==> src/rtl/uart_tx_mmio.sv <==
// Memory-mapped 8N1 UART transmitter: byte FIFO fed by core stores, serializer FSM,
// and a 32-bit status word for the core's UART CSR.
module uart_tx_mmio #(
  parameter int unsigned CLKS_PER_BIT = 104,
  parameter int unsigned FIFO_DEPTH   = 8
) (
  input  logic        clk,
  input  logic        rst,
  input  logic        wr_en,
  input  logic [7:0]  wr_data,
  input  logic        ovf_clr,
  output logic [31:0] csr,
  output logic        tx
);

  localparam int unsigned CNT_W = (CLKS_PER_BIT > 1) ? $clog2(CLKS_PER_BIT) : 1;
  localparam int unsigned PTR_W = (FIFO_DEPTH > 1) ? $clog2(FIFO_DEPTH) : 1;
  localparam int unsigned OCC_W = $clog2(FIFO_DEPTH + 1);

  typedef enum logic [1:0] {
    S_IDLE,
    S_START,
    S_DATA,
    S_STOP
  } state_e;

  state_e            state_q, state_d;
  logic [CNT_W-1:0]  baud_cnt_q, baud_cnt_d;
  logic [2:0]        bit_idx_q, bit_idx_d;
  logic [7:0]        shift_q, shift_d;
  logic              tx_q, tx_d;
  logic [31:0]       csr_q, csr_d;

  logic [7:0]        mem_q [FIFO_DEPTH];
  logic [7:0]        mem_d [FIFO_DEPTH];
  logic [PTR_W-1:0]  wr_ptr_q, wr_ptr_d;
  logic [PTR_W-1:0]  rd_ptr_q, rd_ptr_d;
  logic [OCC_W-1:0]  count_q, count_d;
  logic              ovf_q, ovf_d;

  logic              full_c;
  logic              empty_c;
  logic              push_c;
  logic              pop_c;
  logic              baud_end_c;

  function automatic logic [PTR_W-1:0] ptr_inc(input logic [PTR_W-1:0] p);
    return (p == PTR_W'(FIFO_DEPTH - 1)) ? '0 : p + PTR_W'(1);
  endfunction

  assign full_c     = (count_q == OCC_W'(FIFO_DEPTH));
  assign empty_c    = (count_q == '0);
  assign push_c     = wr_en & ~full_c;
  assign baud_end_c = (baud_cnt_q == CNT_W'(CLKS_PER_BIT - 1));

  // Serializer: next state, baud/bit counters, shift register and FIFO pop request
  always_comb begin
    state_d    = state_q;
    baud_cnt_d = baud_cnt_q;
    bit_idx_d  = bit_idx_q;
    shift_d    = shift_q;
    pop_c      = 1'b0;

    unique case (state_q)
      S_IDLE: begin
        baud_cnt_d = '0;
        if (!empty_c) begin
          pop_c   = 1'b1;
          shift_d = mem_q[rd_ptr_q];
          state_d = S_START;
        end
      end
      S_START: begin
        if (baud_end_c) begin
          baud_cnt_d = '0;
          bit_idx_d  = 3'd0;
          state_d    = S_DATA;
        end else begin
          baud_cnt_d = baud_cnt_q + CNT_W'(1);
        end
      end
      S_DATA: begin
        if (baud_end_c) begin
          baud_cnt_d = '0;
          shift_d    = {1'b0, shift_q[7:1]};
          bit_idx_d  = bit_idx_q + 3'd1;
          if (bit_idx_q == 3'd7) begin
            state_d = S_STOP;
          end
        end else begin
          baud_cnt_d = baud_cnt_q + CNT_W'(1);
        end
      end
      S_STOP: begin
        if (baud_end_c) begin
          baud_cnt_d = '0;
          // Chain straight into the next start bit when more data is queued
          if (!empty_c) begin
            pop_c   = 1'b1;
            shift_d = mem_q[rd_ptr_q];
            state_d = S_START;
          end else begin
            state_d = S_IDLE;
          end
        end else begin
          baud_cnt_d = baud_cnt_q + CNT_W'(1);
        end
      end
      default: begin
        state_d    = S_IDLE;
        baud_cnt_d = '0;
      end
    endcase
  end

  // FIFO bookkeeping and sticky overflow; a store into a full FIFO is dropped even if a pop frees a slot
  always_comb begin
    mem_d    = mem_q;
    wr_ptr_d = wr_ptr_q;
    rd_ptr_d = rd_ptr_q;
    count_d  = count_q;
    ovf_d    = ovf_q;

    if (push_c) begin
      mem_d[wr_ptr_q] = wr_data;
      wr_ptr_d        = ptr_inc(wr_ptr_q);
    end
    if (pop_c) begin
      rd_ptr_d = ptr_inc(rd_ptr_q);
    end

    unique case ({push_c, pop_c})
      2'b10:   count_d = count_q + OCC_W'(1);
      2'b01:   count_d = count_q - OCC_W'(1);
      default: count_d = count_q;
    endcase

    if (ovf_clr) begin
      ovf_d = 1'b0;
    end
    if (wr_en && full_c) begin
      ovf_d = 1'b1;
    end
  end

  // Registered outputs derived from the post-edge state
  always_comb begin
    tx_d = 1'b1;
    unique case (state_d)
      S_START: tx_d = 1'b0;
      S_DATA:  tx_d = shift_d[0];
      default: tx_d = 1'b1;
    endcase

    csr_d = {16'h0000,
             8'(count_d),
             4'h0,
             ovf_d,
             (count_d == '0),
             (count_d == OCC_W'(FIFO_DEPTH)),
             (state_d != S_IDLE)};
  end

  always_ff @(posedge clk) begin
    if (rst) begin
      state_q    <= S_IDLE;
      baud_cnt_q <= '0;
      bit_idx_q  <= '0;
      shift_q    <= '0;
      wr_ptr_q   <= '0;
      rd_ptr_q   <= '0;
      count_q    <= '0;
      ovf_q      <= 1'b0;
      tx_q       <= 1'b1;
      csr_q      <= 32'h0000_0004;
    end else begin
      state_q    <= state_d;
      baud_cnt_q <= baud_cnt_d;
      bit_idx_q  <= bit_idx_d;
      shift_q    <= shift_d;
      wr_ptr_q   <= wr_ptr_d;
      rd_ptr_q   <= rd_ptr_d;
      count_q    <= count_d;
      ovf_q      <= ovf_d;
      tx_q       <= tx_d;
      csr_q      <= csr_d;
    end
  end

  // Storage needs no reset: entries are only read after being written
  always_ff @(posedge clk) begin
    mem_q <= mem_d;
  end

  assign tx  = tx_q;
  assign csr = csr_q;

endmodule

==> config.mk <==
export PLATFORM = sky130hd
export DESIGN_NAME = uart_tx_mmio
export DESIGN_NICKNAME = d
export VERILOG_FILES = /design/src/rtl/uart_tx_mmio.sv
export SDC_FILE = /design/constraint.sdc
export NUM_CORES = 1
export LEC_CHECK = 0
export ABC_AREA = 1
export BUFFER_PORTS_ARGS = -buffer_cell sky130_fd_sc_hd__clkbuf_2
export CELL_PAD_IN_SITES_DETAIL_PLACEMENT = 1
export CELL_PAD_IN_SITES_GLOBAL_PLACEMENT = 2
export CORE_UTILIZATION = 25
export CTS_CLUSTER_SIZE = 10
export DETAILED_ROUTE_END_ITERATION = 6
export GPL_ROUTABILITY_DRIVEN = 1
export PLACE_DENSITY = 0.6
export SLEW_MARGIN = 20
export SYNTH_ARGS = -nofsm -noshare
export SYNTH_HDL_FRONTEND = slang
export SYNTH_SLANG_ARGS = --single-unit
==> constraint.sdc <==
create_clock -name clk -period 2.5 [get_ports clk]
set_input_delay 0.375 -clock clk [delete_from_list [all_inputs] [get_ports clk]]
set_output_delay 0.375 -clock clk [all_outputs]
set_load 0.05 [all_outputs]
Word level (Yosys, flattened, before mapping)
Cells that the tools add are included.
{ "word_totals": {"ff_bits": 128, "latch_bits": 0, "ramBits": 0, "mem_bits_ro": 0, "in_bits": 12, "memories": 0} }
{ "op_classes": {"n_addsub": 6, "mul": 0, "div_mod_pow": 0, "order_cmp": 3, "eq_ne": 16, "shifts": 0, "mux": 31, "n_bitwise": 4, "n_reduce_logical": 11} }
{ "op_table": {"columns": ["op", "n"], "rows": [
  ["bitwise mux 64 bit", 1],
  ["two-way mux 8 bit", 6],
  ["binary-select mux 8 bit (select 3 bit)", 1],
  ["demux 8 bit (select 3 bit)", 1],
  ["case mux 8 bit (3 select lines)", 1],
  ["case mux 7 bit (2 select lines)", 1],
  ["two-way mux 3 bit", 4],
  ["two-way mux 2 bit", 5],
  ["adder 3 x 1 -> 3 bit (second input constant)", 3],
  ["== test 3 bit (second input constant)", 3],
  ["== test 2 bit (second input constant)", 4],
  ["== test 4 bit (second input constant)", 2],
  ["greater-or-equal comparator 4 bit (second input constant)", 2],
  ["logical NOT 4 bit", 2],
  ["inverter 3 -> 4 bit", 2],
  ["case mux 2 bit (4 select lines)", 1],
  ["case mux 4 bit (2 select lines)", 1],
  ["adder 7 x 1 -> 7 bit (second input constant)", 1],
  ["== test 7 bit (second input constant)", 1],
  ["two-way mux 7 bit", 1],
  ["== test 2 x 1 -> 1 bit (second input constant)", 3],
  ["inequality test 2 bit (second input constant)", 3],
  ["case mux 3 bit (2 select lines)", 1],
  ["AND reduction 3 bit", 2],
  ["12 further kinds", 19]
]} }

Depth between registers and ports, before layout
Gate-level depths: netlist of the first run.
{ "logic_depth": {"ltp_word": 8, "depth_mapped": 18} }

Worst setup path before layout of the first run
OpenSTA, ideal clock, no wires.
{ "synth_timing": {"kind": "register -> register", "startpoint": "register csr[10] (netlist name)", "endpoint": "register csr_q[2], in the netlist csr[2]", "setup_ns": 0.066, "arrival_time_ns": 2.329, "slack_ns": 0.105, "stages_incl_launch_ff": 15, "path_buffers": 0, "period_less_slack_ns": 2.395, "cell_sequence": "dfxtp_1 -> inv_1 -> nand3_2 -> inv_2 -> nor2_2 -> nand4_1 -> nand2_1 -> inv_1 -> ha_1 -> o21ai_0 -> nand2_1 -> nand3b_1 -> nand2_1 -> inv_1 -> a21oi_2"} }
{ "synth_lines": {"columns": ["item", "line", "text"], "rows": [
  ["end signal, assigned", "186", "csr_q <= csr_d;"],
  ["end, declared", "32", "logic [31:0] csr_q, csr_d;"]
]} }

Worst setup path in the final report of the first run
{ "layout_timing": {"startpoint": "register state_q[1]", "endpoint": "register csr_q[2], in the netlist csr[2]"} }
{ "layout_via": {"elab_chain_len": 5} }
{ "layout_rtl": {"columns": ["item", "line", "text"], "rows": [
  ["start, declared", "27", "state_e state_q, state_d;"],
  ["start signal, assigned", "177", "state_q <= state_d;"],
  ["== test 2 bit / logical NOT 2 bit (equally long branches)", "64", "unique case (state_q)"],
  ["case mux 1 bit (2 select lines) *", "64", null],
  ["== test 2 x 1 -> 1 bit / == test 2 bit (equally long branches)", "132", "unique case ({push_c, pop_c})"],
  ["case mux 4 bit (2 select lines) *", "132", null],
  ["logical NOT 4 bit *", "159", "(count_d == '0),"]
]} }
Every way passes the cells marked *; elsewhere a longest branch is shown, timed or not.
A chain may end at the register's enable or synchronous reset.

==> impl_metrics.tcl, run 1 <==
set metrics [dict create \
    r2r_slack_ps 210 \
    ys_types 39 \
    place_hpwl_mm 7.74 \
    antenna_found_initial 0 \
    vias 3348 \
    critPathCaptureType "register" \
    routedWlPerCell_microns 15.1 \
    root_buffer "clkbuf_16" \
    overflow 0 \
    drtIter0Drc 118 \
    r2r_start "state_q[1]" \
    dr.pass1.iters 4 \
    layout_common_cells "nand2_1, edfxtp_1, nor2_1, o21ai_0, inv_1" \
    synth_area_sq_um 4580 \
    rr_worst_depth 13 \
    crit_required_ps 2790 \
    finalSetupViolCount 0 \
    synth-compound-area-share_pct 11.2 \
    antenna_cells 0 \
    hold_viol 0 \
    cts.sinks 99 \
    final_common_cell "nand2_1" \
    drc 0 \
    via_per_inst 4.48 \
    cellPowerDensity_nw_per_um2 1180 \
    port_buffers 20 \
    fin_crit_ps 2290 \
    gp_congestion 0.768 \
    cts_setup_buffers 0 \
    synth_simple_gate_area_share_pct 17.6 \
    grt_pass1_vias 3360 \
    start_util_pct 25.5 \
    synth_edf_count 64 \
    grt_pass1_wl_mm 18.0 \
    synth_ff_type "edfxtp_1" \
    syn_to_final_growth_pct 15.4 \
    async_flop_share_pct 0 \
    cp_data_arrival_time_ps 2580 \
    cts_tree "built" \
    synth_top_family_by_area "simple AND/OR/NAND/NOR gates" \
    core_area_sq_um 18000 \
    synth_area_per_cell_sq_um 9.68 \
    grt_usage_pct 13.1 \
    wl_mm 11.3 \
    crit_path_start_kind "register" \
    min_delay_worst_endpoint "csr[3]" \
    cts_buffers 9 \
    cts.path.max_buffers 2 \
    yosys.area_share.adder_pct 4.37 \
    synth_xor_area_share_pct 0.574 \
    worstHoldPathType "primary input to register" \
    drive_gt1_share_pct 14.3 \
    final_core_util_pct 29.4 \
    ys_seq_area_share_pct 57.3 \
    place_area_sq_um 4990 \
    irDropWorstVdd_mv 0.446 \
    cap_violations 0 \
    status "complete, no violations" \
    num_rows 49 \
    grt_max_degree 34 \
    ys_warn_count 0 \
    placed_cells 731 \
    synth_mux_area_share_pct 0 \
    leakage_nw 2.09 \
    finalSetupTns_ps 0 \
    finalInstanceArea_sq_um 5280 \
    die_area_sq_um 18900 \
    ys_seq_elements 99 \
    clk_pin_slew_ps 70 \
    hold_start "ovf_clr" \
    maxSlewViolCount 0 \
    syn-instance-count 473 \
    drtAntennaViolNets 0 \
    timing.rr.end "csr[2]" \
    fp.dieH_microns 137 \
    whs_path_depth 4 \
    ios 45 \
    worstSetupPathType "register to register" \
    clock.fmax_mhz 437 \
    cts_max_level 3 \
    final_nets 541 \
    critPathMaxFanout 6 \
    rsz0062_at_grt "false" \
    finClkSkew_ps 10.9 \
    clock_latency_ps 360 \
    totalPowerFinal_mw 6.22 \
    finalNonFillerCells 747 \
    fin_crit_sh_pct 91.6 \
    dieWidth_microns 137 \
]
timing repair:
item | in CTS | in global routing
hold endpoints to repair | 0 | 0
endpoints found under the setup margin | 0 | 1
hold buffers | 0 | 0
resized for setup | 0 | 1
power by group:
part | internal, mW | total, mW | switching (mW)
registers | 1.97 | 2.10 | 0.130
clock network | 0.783 | 1.44 | 0.654
logic | 0.869 | 2.68 | 1.82
logic make-up (layout without fill, tap and decap cells):
group | Yosys count | count (layout)
AND/OR/NAND/NOR | 183 | 183
flip-flops | 99 | 99
AO/OA/AOI/OAI | 91 | 91
buffers and inverters | 80 | 102
adder cells (fa/ha/maj) | 16 | 16
XOR/XNOR | 3 | 3
other | 1 | 24
per-layer routing:
metal  up-vias  global-route usage (%)  wire length (microns)
met1      1642                    17.2                   5540
met2        46                    20.8                   5230
met5         -                       0                      0
li1       1645                       -                      -
met3        15                    2.02                    208
met4         0                    6.78                    286
state kept, by name, summed over array words and instances, names as in the netlist, 2 cells and up:
register / cells
baud_cnt_q: 7
bit_idx_q: 3
csr: 8
mem_q: 64
rd_ptr_q: 3
shift_q: 8
state_q: 2
wr_ptr_q: 3
synth_stat cells (11+ instances only):
master	number	area share (%)
nand2_1	80	6.6
edfxtp_1	64	42
nor2_1	60	4.9
o21ai_0	40	4.4
inv_1	38	3.1
dfxtp_1	35	15
buf_4	25	4.1
nand3_1	23	2.5
a21oi_1	21	2.3
ha_1	16	4.4
o22ai_1	15	2.0
clkbuf_1	11	0.90
metrics by stage:
step           hold slack (ps)  setup slack (ps)
5_1_grt                    310              20.3
3_5_place_dp               445               121
3_3_place_gp               431               225
2_1_floorplan              418               105
4_1_cts                    278              98.3
6_report                   283               211
how the worst max path moves through the flow:
stage,slack (ps),depth (start not counted),start,end
6_report,210,13,state_q[1],csr[2]
5_1_grt,20,15,state_q[1],csr[2]
4_1_cts,100,13,state_q[0],csr[2]
3_5_place_dp,120,13,state_q[0],csr[2]
3_3_place_gp,220,13,state_q[0],csr[2]
2_1_floorplan,100,14,csr[10],csr[2]
worst max-delay path, cell delays in order (launching register included):
cell and delay [ps]:
dfxtp_1 390, inv_1 130, ha_1 300, nor2_2 190
nand4_1 170, nand2_1 120, inv_1 50, ha_1 260
o21ai_1 170, nand2_1 70, nand3b_1 170, nand2_1 70
inv_1 50, a21oi_2 90
area by class of cell:
class	instances	area, sq um
Multi-Input combinational cell	317	1640
Clock inverter	7	72.6
Sequential cell	99	2620
Inverter	41	154
Clock buffer	9	225
Timing Repair Buffer	45	288
Fill cell	2069	12700
Tap cell	229	287
Note: power is estimated with default switching activity, not from simulation.
==> run 2: changes to the inputs <==
--- a/config.mk
+++ b/config.mk
@@ -5,7 +5,7 @@
 export SDC_FILE = /design/constraint.sdc
 export NUM_CORES = 1
 export LEC_CHECK = 0
-export ABC_AREA = 1
+export ABC_AREA = 0
 export BUFFER_PORTS_ARGS = -buffer_cell sky130_fd_sc_hd__clkbuf_2
 export CELL_PAD_IN_SITES_DETAIL_PLACEMENT = 1
 export CELL_PAD_IN_SITES_GLOBAL_PLACEMENT = 2
@@ -13,7 +13,7 @@
 export CTS_CLUSTER_SIZE = 10
 export DETAILED_ROUTE_END_ITERATION = 6
 export GPL_ROUTABILITY_DRIVEN = 1
-export PLACE_DENSITY = 0.6
+export PLACE_DENSITY = 0.56
 export SLEW_MARGIN = 20
 export SYNTH_ARGS = -nofsm -noshare
 export SYNTH_HDL_FRONTEND = slang
==> impl_metrics.tcl, run 2 <==
set metrics [dict create \
    fp.dieH_microns 136 \
    port_buffers 20 \
    drtAntennaViolNets 0 \
    dieWidth_microns 136 \
    crit_family "simple AND/OR/NAND/NOR gates" \
    hold_viol 0 \
    root_buffer "clkbuf_16" \
    totalPowerFinal_mw 5.21 \
    largest_register_ffs 64 \
    dr.pass1.iters 4 \
    vias 2796 \
    clock_latency_ps 350 \
    p_seq_share_pct 38.5 \
    place_area_sq_um 5110 \
    relSlewSlack_pct 66.4 \
    synth_edf_count 64 \
    critPathCaptureType "register" \
    clkPwrFrac_pct 26.4 \
    gp_congestion 0.768 \
    synth_area_sq_um 4520 \
    ys_warn_count 0 \
    final_common_cell "edfxtp_1" \
    top_register "mem_q" \
    fillers 1893 \
    crit_chain "or4_4 > nand2b_4 > nor2_4 > ha_4 > nand2b_1 > nor4_1 > a311oi_2 > mux2_4 > and2_4" \
    place_ws_ps -42.8 \
    grt_pass1_vias 2939 \
    p_switching_mw 1.81 \
    ys_types 51 \
    ys_seq_area_share_pct 58.0 \
    wl_mm 9.94 \
    layout_common_cells "edfxtp_1, nor2_1, buf_4, dfxtp_1, conb_1" \
    comb_power_share_pct 35.0 \
    synth_area_per_cell_sq_um 13.0 \
    clock.fmax_mhz 402 \
    crit_required_ps 2760 \
    routedWlPerCell_microns 15.7 \
    fin_crit_sh_pct 99.6 \
    leakage_nw 1.98 \
    irDropWorstVdd_mv 0.355 \
    drc 0 \
    grt_pass1_wl_mm 15.9 \
    yosysMostFrequentCell "edfxtp_1" \
    final_nets 431 \
    syn-instance-count 348 \
    clk_pin_slew_ps 80 \
    rsz0062_at_grt "true" \
    via_per_inst 4.42 \
    fin_crit_ps 2490 \
    worstHoldPathType "primary input to register" \
    async_flop_share_pct 0 \
    drtIter0Drc 92 \
    worstSetupPathType "register to register" \
    cellInternalPower_mw 3.41 \
    num_rows 48 \
    grt_usage_pct 11.8 \
    synth_top_area_share_pct 42.5 \
    ios 45 \
    die_area_sq_um 18600 \
    finalSetupViolCount 0 \
    overflow 0 \
    antenna_cells 0 \
    cts_buffers 9 \
    place_hpwl_mm 7.05 \
    cts.path.max_buffers 2 \
    cp_data_arrival_time_ps 2740 \
    cts_max_level 3 \
    syn_to_final_growth_pct 20.8 \
    grt_max_degree 20 \
    finalSetupTns_ps 0 \
    maxSlewViolCount 0 \
    swShare_pct 34.7 \
    start_util_pct 25.9 \
    antenna_found_initial 0 \
    finalInstanceArea_sq_um 5460 \
    critical-path-max-stage-delay_ps 560 \
    cts.sinks 99 \
    critPathMaxFanout 7 \
    cap_violations 0 \
    finalWorstSetupSlack_ps 11.2 \
    postCtsHoldBufs 0 \
    drive_gt1_share_pct 29.7 \
    finClkSkew_ps 7.59 \
    synth_ff_type "edfxtp_1" \
    cts_tree "built" \
    crit_path_start_kind "register" \
    ys_seq_elements 99 \
    cp_num_buf_inv 0 \
    yosys.area.top_type "edfxtp_1" \
    status "complete, no violations" \
    synth_area_leaders "edfxtp_1, dfxtp_1, mux4_2" \
    placed_cells 616 \
    critPathSlowestCell "or4_4" \
    cellPowerDensity_nw_per_um2 954 \
    worst_pin_slew_ps 500 \
    core_area_sq_um 17500 \
    synthTopCellsByCount "edfxtp_1, nor2_1, dfxtp_1" \
    finalNonFillerCells 633 \
]
-- run 2: metrics by stage --
| stage | utilization (%) | hold slack (ps) |
|---|---|---|
| final | 31.2 | 293 |
| after global routing | 31.2 | 297 |
| after floorplan | - | 430 |
| after CTS | 31.0 | 283 |
| after global placement | 29.2 | 449 |
| after detailed placement | 29.2 | 475 |
-- run 2: area by class of cell --
type,instances,area [sq um],share of cell area (%)
well taps,225,282,5.16
flip-flops and latches,99,2640,48.3
inverters,7,33.8,0.619
clock buffers,9,225,4.12
multi-input cells,223,1780,32.5
repair buffers,63,439,8.04
clock inverters,7,67.6,1.24
-- run 2: kinds of logic (layout without fill, tap and decap cells) --
group | Yosys count | after routing | synth area share [%]
AO/OA/AOI/OAI | 50 | 50 | 7.17
XOR/XNOR | 10 | 10 | 2.24
adder cells (fa/ha/maj) | 16 | 16 | 4.43
buffers and inverters | 49 | 86 | 6.67
flip-flops | 99 | 99 | 58.0
multiplexers | 30 | 30 | 11.1
other | 1 | 24 | 0.0830
AND/OR/NAND/NOR | 93 | 93 | 10.3
-- run 2: worst paths after layout --
| kind | slack [ps] | from | depth (start not counted) | endpoint |
|---|---|---|---|---|
| worst max register to register | 10 | csr[10] | 9 | csr[1] |
| worst max-delay path | 10 | csr[10] | 9 | csr[1] |
| worst min-delay path | 290 | wr_data[2] | 1 | mem_q[58] |
| worst min register to register | 480 | baud_cnt_q[0] | 1 | baud_cnt_q[0] |
-- run 2: metal layers --
layer / share of wire, % / track usage, %
met1: 44 / 13.7
met5: 0 / 0
met2: 52 / 20.8
met4: 1.4 / 4.07
met3: 2.5 / 3.21
-- run 2: power groups by stage --
stage / clock, mW / sequential (mW) / combinational [mW]
2_1_floorplan: 0 / 2.16 / 1.16
3_3_place_gp: 0 / 2.04 / 1.77
3_5_place_dp: 0 / 2.05 / 1.79
4_1_cts: 1.44 / 2.01 / 1.81
5_1_grt: 1.48 / 2.03 / 2.01
6_report: 1.38 / 2.01 / 1.82
-- run 2: timing repair --
item / in CTS / in global routing
setup endpoints to repair: 3 / 4
cloned: 0 / 0
buffers inserted: 0 / 1
pin swaps: 6 / 8
resized for setup: 5 / 7
==> run 3: changes to the inputs <==
--- a/config.mk
+++ b/config.mk
@@ -9,8 +9,9 @@
 export BUFFER_PORTS_ARGS = -buffer_cell sky130_fd_sc_hd__clkbuf_2
 export CELL_PAD_IN_SITES_DETAIL_PLACEMENT = 1
 export CELL_PAD_IN_SITES_GLOBAL_PLACEMENT = 2
+export CORE_ASPECT_RATIO = 0.5
 export CORE_UTILIZATION = 25
-export CTS_CLUSTER_SIZE = 10
+export CTS_CLUSTER_SIZE = 12
 export DETAILED_ROUTE_END_ITERATION = 6
 export GPL_ROUTABILITY_DRIVEN = 1
 export PLACE_DENSITY = 0.56
==> impl_metrics.tcl, run 3 (synthesis results as in run 2) <==
set metrics [dict create \
    hold_start "wr_data[6]" \
    cts.sinks 99 \
    drive_gt1_share_pct 29.6 \
    hold_viol 0 \
    root_buffer "clkbuf_16" \
    rsz0062_at_grt "true" \
    routedWlPerCell_microns 16.3 \
    die_area_sq_um 18700 \
    core_area_sq_um 17500 \
    place_hpwl_mm 7.22 \
    crit_required_ps 2750 \
    finClkSkew_ps 8.76 \
    via_per_inst 4.48 \
    status "finished with violations" \
    irDropWorstVdd_mv 0.464 \
    antenna_cells 0 \
    overflow 0 \
    cp_data_arrival_time_ps 2770 \
    leakage_nw 1.97 \
    drtAntennaViolNets 0 \
    finalWorstSetupSlack_ps -16.0 \
    finalSetupViolCount 2 \
    clock_latency_ps 350 \
    p_switching_mw 1.87 \
    ios 45 \
    drc 0 \
    critPathCaptureType "register" \
    syn_to_final_growth_pct 20.6 \
    dieWidth_microns 192 \
    crit_path_start_kind "register" \
    top_register "mem_q" \
    met2_usage_pct 20.3 \
    min_delay_worst_endpoint "mem_q[22]" \
    rr_worst_depth 9 \
    worstHoldPathType "primary input to register" \
    comb_power_share_pct 33.6 \
    cts_max_level 3 \
    swShare_pct 35.5 \
    r2r_slack_ps -20 \
    grt_max_degree 23 \
    largest_register_ffs 64 \
    place_ws_ps -15.2 \
    relSlewSlack_pct 52.7 \
    timing.rr.end "csr[1]" \
    layout_common_cells "edfxtp_1, nor2_1, buf_4, dfxtp_1, conb_1" \
    clk_pin_slew_ps 80 \
    grt.busiest_layer "met2" \
    fin_crit_ps 2520 \
    grt_usage_pct 11.8 \
    worstSetupPathType "register to register" \
    fp.dieH_microns 97.1 \
    critPathMaxFanout 5 \
    final_common_cell "edfxtp_1" \
    dr.pass1.iters 4 \
    num_rows 34 \
    cts.path.max_buffers 2 \
    clock.fmax_mhz 397 \
    vias 2861 \
    start_util_pct 25.8 \
    wl_mm 10.4 \
    gp_congestion 0.776 \
    antenna_found_initial 0 \
    cap_violations 0 \
    grt_use_met3_pct 3.14 \
    use_met1_pct 14.5 \
    postCtsHoldBufs 0 \
    whs_path_depth 1 \
    finalNonFillerCells 639 \
    placed_cells 619 \
    clkPwrFrac_pct 27.6 \
    final_nets 428 \
    whs_ps 295 \
    worst_pin_slew_ps 709 \
    maxSlewViolCount 0 \
    grt_pass1_wl_mm 16.5 \
    port_buffers 20 \
    grt_pass1_vias 2968 \
    cts_tree "built" \
    fin_crit_sh_pct 101 \
    cellPowerDensity_nw_per_um2 968 \
    p_seq_share_pct 38.7 \
    violations "setup timing" \
    cellInternalPower_mw 3.41 \
    drtIter0Drc 80 \
    r2r_start "csr[8]" \
    cts_buffers 9 \
]
-- run 3: final cells by class --
type	count	area (sq um)
Timing Repair Buffer	60	400
Sequential cell	99	2640
Tap cell	234	293
Fill cell	1899	12100
Inverter	7	33.8
Clock buffer	9	225
Clock inverter	7	96.3
Multi-Input combinational cell	223	1770
-- run 3: critical path, stage by stage (launching register included) --
cell	delay (ps)
dfxtp_4	350
or4b_4	530
and2_4	190
inv_8	60
ha_4	210
or3b_4	370
a22oi_2	160
a311oi_2	90
mux2_4	330
and2_4	130
-- run 3: worst max path at each step --
stage / from / endpoint / slack, ps
3_3_place_gp: csr[9] / csr[1] / 10
4_1_cts: csr[10] / csr[1] / -20
2_1_floorplan: csr[9] / csr[1] / -380
6_report: csr[8] / csr[1] / -20
3_5_place_dp: csr[9] / csr[1] / -20
5_1_grt: csr[8] / csr[1] / -90
-- run 3: repair_timing --
| action | 4_1_cts | 5_1_grt |
|---|---|---|
| pin swaps | 4 | 3 |
| setup buffers | 2 | 2 |
| gates cloned | 0 | 0 |
| resized for setup | 1 | 8 |
| endpoints found under the setup margin | 7 | 8 |
-- run 3: power by group through the flow --
| stage | clock network [mW] | logic, mW | registers (mW) |
|---|---|---|---|
| floorplan | 0 | 1.16 | 2.16 |
| finish | 1.46 | 1.78 | 2.04 |
| detailed placement | 0 | 1.72 | 2.08 |
| global route | 1.57 | 1.93 | 2.07 |
| global placement | 0 | 1.68 | 2.07 |
| CTS | 1.51 | 1.75 | 2.04 |
-- run 3: stage by stage --
stage,setup TNS (ps),area [sq um],util [%],power (mW)
global placement,0,5060,28.9,3.75
finish,-16.0,5450,31.1,5.28
global route,-222,5450,31.1,5.56
detailed placement,-16.8,5060,28.9,3.80
floorplan,-980,4680,-,3.32
CTS,-18.8,5410,30.9,5.30
-- run 3: metal layers --
metal	up-vias	routed length, microns
met4	0	97
li1	1350	-
met1	1461	4820
met3	8	278
met5	-	0
met2	42	5200
